## src/rtl/key_step_debounce.sv

```systemverilog
// Push-button debouncer: two-flop synchronizer and a five-state FSM with one shared timer.
// Each accepted press gives a one-cycle step pulse, with optional auto-repeat while the button is held.
`timescale 1ns/1ps
module key_step_debounce #(
  parameter int DEBOUNCE_CYCLES = 1000000,
  parameter int REPEAT_DELAY    = 50000000,
  parameter int REPEAT_PERIOD   = 10000000,
  parameter int CNT_W           = 26
) (
  input  logic CLK,
  input  logic rst_n,
  input  logic iKey,
  input  logic iRepeatEn,
  output logic oPulse,
  output logic oLevel
);

  typedef enum logic [2:0] {
    IDLE        = 3'd0,
    PRESS_CHK   = 3'd1,
    HELD        = 3'd2,
    REPEAT      = 3'd3,
    RELEASE_CHK = 3'd4
  } state_t;

  localparam logic [CNT_W-1:0] DB_LAST  = CNT_W'(DEBOUNCE_CYCLES - 1);
  localparam logic [CNT_W-1:0] RD_LAST  = CNT_W'(REPEAT_DELAY - 1);
  localparam logic [CNT_W-1:0] RP_LAST  = CNT_W'(REPEAT_PERIOD - 1);
  localparam logic [CNT_W-1:0] CNT_ONE  = CNT_W'(1);

  logic             key_m_q, key_s_q;
  state_t           state_q, state_d;
  logic [CNT_W-1:0] cnt_q, cnt_d;
  logic             pulse_q, pulse_d;
  logic             level_q, level_d;

  // synchronizer stage; both flops idle at "released"
  always_ff @(posedge CLK or negedge rst_n) begin
    if (!rst_n) begin
      key_m_q <= 1'b1;
      key_s_q <= 1'b1;
    end else begin
      key_m_q <= iKey;
      key_s_q <= key_m_q;
    end
  end

  always_ff @(posedge CLK or negedge rst_n) begin
    if (!rst_n) begin
      state_q <= IDLE;
      cnt_q   <= '0;
      pulse_q <= 1'b0;
      level_q <= 1'b0;
    end else begin
      state_q <= state_d;
      cnt_q   <= cnt_d;
      pulse_q <= pulse_d;
      level_q <= level_d;
    end
  end

  // key_s is tested before any terminal count, so a leaving key never fires a pulse
  always_comb begin
    state_d = state_q;
    cnt_d   = cnt_q;
    pulse_d = 1'b0;
    unique case (state_q)
      IDLE: begin
        if (!key_s_q) begin
          state_d = PRESS_CHK;
          cnt_d   = '0;
        end
      end
      PRESS_CHK: begin
        if (key_s_q) begin
          state_d = IDLE;
          cnt_d   = '0;
        end else if (cnt_q == DB_LAST) begin
          state_d = HELD;
          cnt_d   = '0;
          pulse_d = 1'b1;
        end else begin
          cnt_d = cnt_q + CNT_ONE;
        end
      end
      HELD: begin
        if (key_s_q) begin
          state_d = RELEASE_CHK;
          cnt_d   = '0;
        end else if (iRepeatEn && (cnt_q == RD_LAST)) begin
          state_d = REPEAT;
          cnt_d   = '0;
          pulse_d = 1'b1;
        end else if (iRepeatEn) begin
          cnt_d = cnt_q + CNT_ONE;
        end else begin
          cnt_d = '0;
        end
      end
      REPEAT: begin
        if (key_s_q) begin
          state_d = RELEASE_CHK;
          cnt_d   = '0;
        end else if (!iRepeatEn) begin
          state_d = HELD;
          cnt_d   = '0;
        end else if (cnt_q == RP_LAST) begin
          cnt_d   = '0;
          pulse_d = 1'b1;
        end else begin
          cnt_d = cnt_q + CNT_ONE;
        end
      end
      RELEASE_CHK: begin
        if (!key_s_q) begin
          state_d = HELD;
          cnt_d   = '0;
        end else if (cnt_q == DB_LAST) begin
          state_d = IDLE;
          cnt_d   = '0;
        end else begin
          cnt_d = cnt_q + CNT_ONE;
        end
      end
      default: begin
        state_d = IDLE;
        cnt_d   = '0;
      end
    endcase
    level_d = (state_d == HELD) || (state_d == REPEAT) || (state_d == RELEASE_CHK);
  end

  assign oPulse = pulse_q;
  assign oLevel = level_q;

endmodule
```

## config.mk

```make
export PLATFORM = sky130hd
export DESIGN_NAME = key_step_debounce
export DESIGN_NICKNAME = d
export VERILOG_FILES = /design/src/rtl/key_step_debounce.sv
export SDC_FILE = /design/constraint.sdc
export NUM_CORES = 1
export LEC_CHECK = 0
export BUFFER_PORTS_ARGS = -buffer_cell sky130_fd_sc_hd__buf_2
export CORE_UTILIZATION = 61
export DETAILED_ROUTE_END_ITERATION = 7
export PLACE_DENSITY = 0.78
export SKIP_CTS_REPAIR_TIMING = 1
export SYNTH_ARGS = -nofsm -noshare
export SYNTH_HDL_FRONTEND = slang
export SYNTH_SLANG_ARGS = --single-unit
```

## constraint.sdc

```tcl
create_clock -name CLK -period 3 [get_ports CLK]
set_input_delay 0.3 -clock CLK [delete_from_list [all_inputs] [get_ports CLK]]
set_output_delay 0.3 -clock CLK [all_outputs]
set_load 0.05 [all_outputs]
```

* Yosys cells after proc, flatten, opt, wreduce, memory -nomap -nowiden
Cells that the tools add are included.
** Word-level totals
- Logic and storage cells :: 51
- ROM bits :: 0
- Latch bits :: 0
- Register bits after elaboration :: 33
- Input bits :: 4
- Memories kept :: 0
- RAM bits :: 0
** Operators by class
- Div/mod/pow operators :: 0
- Mux-type cells :: 29
- Shift operators :: 0
- Add/sub/neg operators :: 1
- Reduce and logical (&&, ||, !) cells :: 4
- Multiply operators :: 0
- $lt $le $gt $ge :: 0
- Equality and inequality tests :: 11
- Bitwise operators :: 0
** Operator list (count)
- $mux 26 :: 10
- $pmux 26 s5 :: 1
- $mux 3 :: 9
- $add 26x1->26 const B :: 1
- $eq 26x20->1 const B :: 1
- $eq 26x24->1 const B :: 1
- $eq 26x26->1 const B :: 1
- $pmux 3 s5 :: 1
- $eq 3x2->1 const B :: 4
- $mux 1 :: 7
- $eq 3x3->1 const B :: 2
- $eq 3x1->1 const B :: 1
- $logic_not 3->1 :: 1
- $pmux 1 s3 :: 1
- $logic_or 1x1->1 :: 2
- $ne 2x2->1 const B :: 1
- $logic_and 1x1->1 :: 1

* Logic depth before layout (Yosys ltp)
- Depth after elaboration :: 8
- Mapped depth :: 8

* Least setup slack after synthesis
No wires, ideal clock.
- Kind :: reg2reg
- Start :: reg cnt_q[13]
- End :: reg cnt_q[19]
- Library setup time :: 131 ps
- Cell stages (with the launch flop) :: 8
- Arrival time :: 2128 ps
- Path slack :: 741 ps
- Required time :: 2869 ps
- Cells stage by stage :: dfrtp_1 -> or4b_4 -> or4_4 -> nor4_4 -> o22ai_2 -> buf_6 -> o211ai_1 -> nand3_1
** On the way
- Word-level cells in the longest chain between the ends :: 5
- Elaborated cells between the ends (all ways) :: 15
- Classes of those cells :: add/sub (1); eq/ne (3); mux (10); reduce/logical (1)
** RTL lines
- start, declared :: line 33 : logic [CNT_W-1:0] cnt_q, cnt_d;
- start signal, assigned :: line 56 : cnt_q <= cnt_d;
- $add 26x1->26 (tied with other cells)
- $mux 26 (tied with other cells) :: line 107 : end else if (cnt_q == RP_LAST) begin
- $mux 26 (on tied branches) :: line 104, 90
- $mux 26 (on tied branches) :: line 101, 87
- $pmux 26 s5 (*) :: line 67 : unique case (state_q)
Every way passes the cells marked *; elsewhere a longest branch is shown, timed or not.
A chain may end at the register's enable or synchronous reset.

* Worst setup path after layout
- Start :: reg cnt_q[21]
- End :: reg cnt_q[14]
** On the way
- Word-level cells in the longest chain between the ends :: 5
- Elaborated cells between the ends (all ways) :: 13
- Classes of those cells :: eq/ne (3); mux (9); reduce/logical (1)
** RTL lines (line)
- $eq 26x24->1 / $eq 26x26->1 (equally long branches) :: 107, 90
- $mux 26 / $logic_and 1x1->1 (equally long branches) :: 107, 90
- $mux 26 (on tied branches) :: 104, 90
- $mux 26 (on tied branches) :: 101, 87
- $pmux 26 s5 (*) :: 67
Marked as above.

==> run metrics <==
status=finished, final reports clean; Initial DRC Count=159; clock share of power=0.325; final setup margin=191.8 ps; Crit path required time=3240 ps; first-pass GRT wire length=8376 µm; sequential power share=0.596; row cnt=20; Area Growth Syn to Fin=5.280%; count leader, synth=dfrtp_1; Net Sw Frac=0.2562; post-synthesis register bit count=33; Die Height=58.79 µm; CP startpoint kind=flop; DRT antenna net count=0; CTS clock-pin slew for the worst setup and hold paths=100 ps; die width=58.79 µm; Async S/R FF share, synth=1.000; combinational share of power=0.079; Starting Density=0.6443; post-layout min period=2808 ps; CP max-delay cell=or4b_4; Via Count=1859; residual DRC count=0; post-synthesis cell area=1967 µm²; Hold Worst Slack=9.476 ps; measured slew at the worst slew-check pin=838.2 ps; initial antenna violation count=0; Slew headroom=0.4397; clk buf depth=2; max cap viols=0; top cell type's share of synthesized area=0.3944; Ports=6; CTS tree=built; Crit. End Element=flop; met1 usage=0.4342; clk_lat worst skew=330 ps; Min-Delay Path Class=input pin to asynchronous set/reset pin; largest net degree at the start of global routing=34; # nets final=232; clock sink count=33; CP Max Fanout=15; number of synthesized flops with an enable pin=0; total CTS buffers=5; busiest grt layer=met2; post-synthesis net count=226; GRT Util Overall=0.3218; Gate Count Post-Synth=221; Final period util=0.9361; ys flop type=dfrtp_1; Seq/Total Area, Yosys=0.4211; Pins Over Slew Limit=0; IO Port Bufs=5; core area=3053 µm²; largest area contributor in the netlist=dfrtp_1; cell family with most CP delay=simple AND/OR/NAND/NOR gates; number of library cell types mapped by synthesis=49; worst clock skew=9.096 ps; Worst path max stage delay=570 ps; Fin. Hold Viols=0; DR pass1 iterations=5; cell internal power dissipation=0.0005910 W; die area=3456 µm²; mean area per synthesized cell=8.900 µm²; CP Buf/Inv Count=1; Max VDD drop=0.3673 mV; antenna cells=0; total power=0.0007945 W; Area contributors post-synth=dfrtp_1 39%, nand2_1 4.8%, nand3_1 4.6%; CP Cell Sequence=or4b_4 > nor4_1 > o21bai_1 > a21oi_2 > buf_4 > o21ai_0 > a21o_1; average wire per standard cell=17.85 µm; Worst Path Arrival=3040 ps; Max Fclk=356.1 MHz; final setup violation count=0; met3 Track Usage GR=0.07253; Pwr Density=383.7 nW/µm²; pre-CTS setup slack=307.6 ps; vias in the first global route=1778; Root Driver=clkbuf_4; GRT overflow=0; Crit Path Category=flop to flop; Vias/cell=6.860; NetSw=0.0002035 W; layout cells sized above 1=0.1145; GP Congestion=0.8210; Setup TNS=0 ps; global-route met2 utilization=0.4984; Synth top cells by count=31 x dfrtp_1, 25 x nand2_1, 18 x nand3_1; Post-DP HPWL=3352 µm; WL final=4836 µm; RSZ-0062 raised after global routing=no; Leak=0.8447 nW; Yosys warnings=0; CTS H-tree depth=2; Filler Cells Inserted=239
[stage by stage]
stage                 util  area [µm²]  instances
floorplan                -        1967        221
detailed placement  0.6602        2016        264
finish              0.6783        2071        271
CTS                 0.6783        2071        271
global placement    0.6602        2016        264
global route        0.6783        2071        271
[registers in the layout, indices dropped and copies added, names as in the netlist]
register and cells:
key_m_q 1, key_s_q 1, oLevel 1, state_q 3
oPulse 1, cnt_q 26
[metal layers]
| layer | share of wire | up-vias |
|---|---|---|
| met5 | 0 | - |
| met4 | 0.028 | 0 |
| met3 | 0.084 | 23 |
| met2 | 0.48 | 97 |
| met1 | 0.41 | 892 |
| li1 | - | 847 |
[layout make-up]
| type | instances | area [µm²] | share of cell area |
|---|---|---|---|
| Tap cell | 44 | 55.05 | 0.02659 |
| Sequential cell | 33 | 828.3 | 0.4000 |
| Timing Repair Buffer | 8 | 47.55 | 0.02296 |
| Clock buffer | 7 | 55.05 | 0.02659 |
| Inverter | 7 | 26.28 | 0.01269 |
| Multi-Input combinational cell | 172 | 1059 | 0.5112 |
[layout by cell type, fill, tap and decap left out, drive strengths merged, types with 3 or more instances in the layout]
cell    netlist  final
nor4         10     10
or4           6      6
nand3        18     18
nor2         15     15
clkbuf        5      7
nand2        25     25
nand4        10     10
buf           4      8
nor3          4      4
and3          3      3
dfrtp        31     31
o21ai        19     19
a21oi         7      7
a211oi        3      3
inv           7      7
or3          10     10
a21o          7      7
o22ai         4      4
[cells by family (layout without fill, tap and decap cells)]
group / after synthesis / in the layout / synth area share
AOI/OAI and AO/OA: 53 / 53 / 0.1749
xor gates and xnor gates: 1 / 1 / 0.004454
adders and majority gates: 1 / 1 / 0.006360
buffers and inverters: 16 / 22 / 0.04071
DFF: 33 / 33 / 0.4211
and+or+nand+nor: 117 / 117 / 0.3524
[power by group through the flow]
stage / logic (W) / clock network (W) / registers (W)
2_1_floorplan: 0.0000399 / 0 / 0.000479
3_3_place_gp: 0.0000592 / 0 / 0.000481
3_5_place_dp: 0.0000621 / 0 / 0.000482
4_1_cts: 0.0000631 / 0.000259 / 0.000473
5_1_grt: 0.0000730 / 0.000279 / 0.000477
6_report: 0.0000628 / 0.000259 / 0.000473
[final timing paths]
| check | start | end | slack [ps] | cells after the start |
|---|---|---|---|---|
| min | rst_n | cnt_q[20] | 9 | 1 |
| max reg2reg | cnt_q[21] | cnt_q[14] | 190 | 7 |
| max | cnt_q[21] | cnt_q[14] | 190 | 7 |
| min in group CLK | iKey | key_m_q | 50 | 1 |
| max in group asynchronous | rst_n | state_q[2] | 2530 | 1 |
| min reg2reg | key_m_q | key_s_q | 370 | 0 |
No activity file was read; power rests on OpenSTA's default activity.
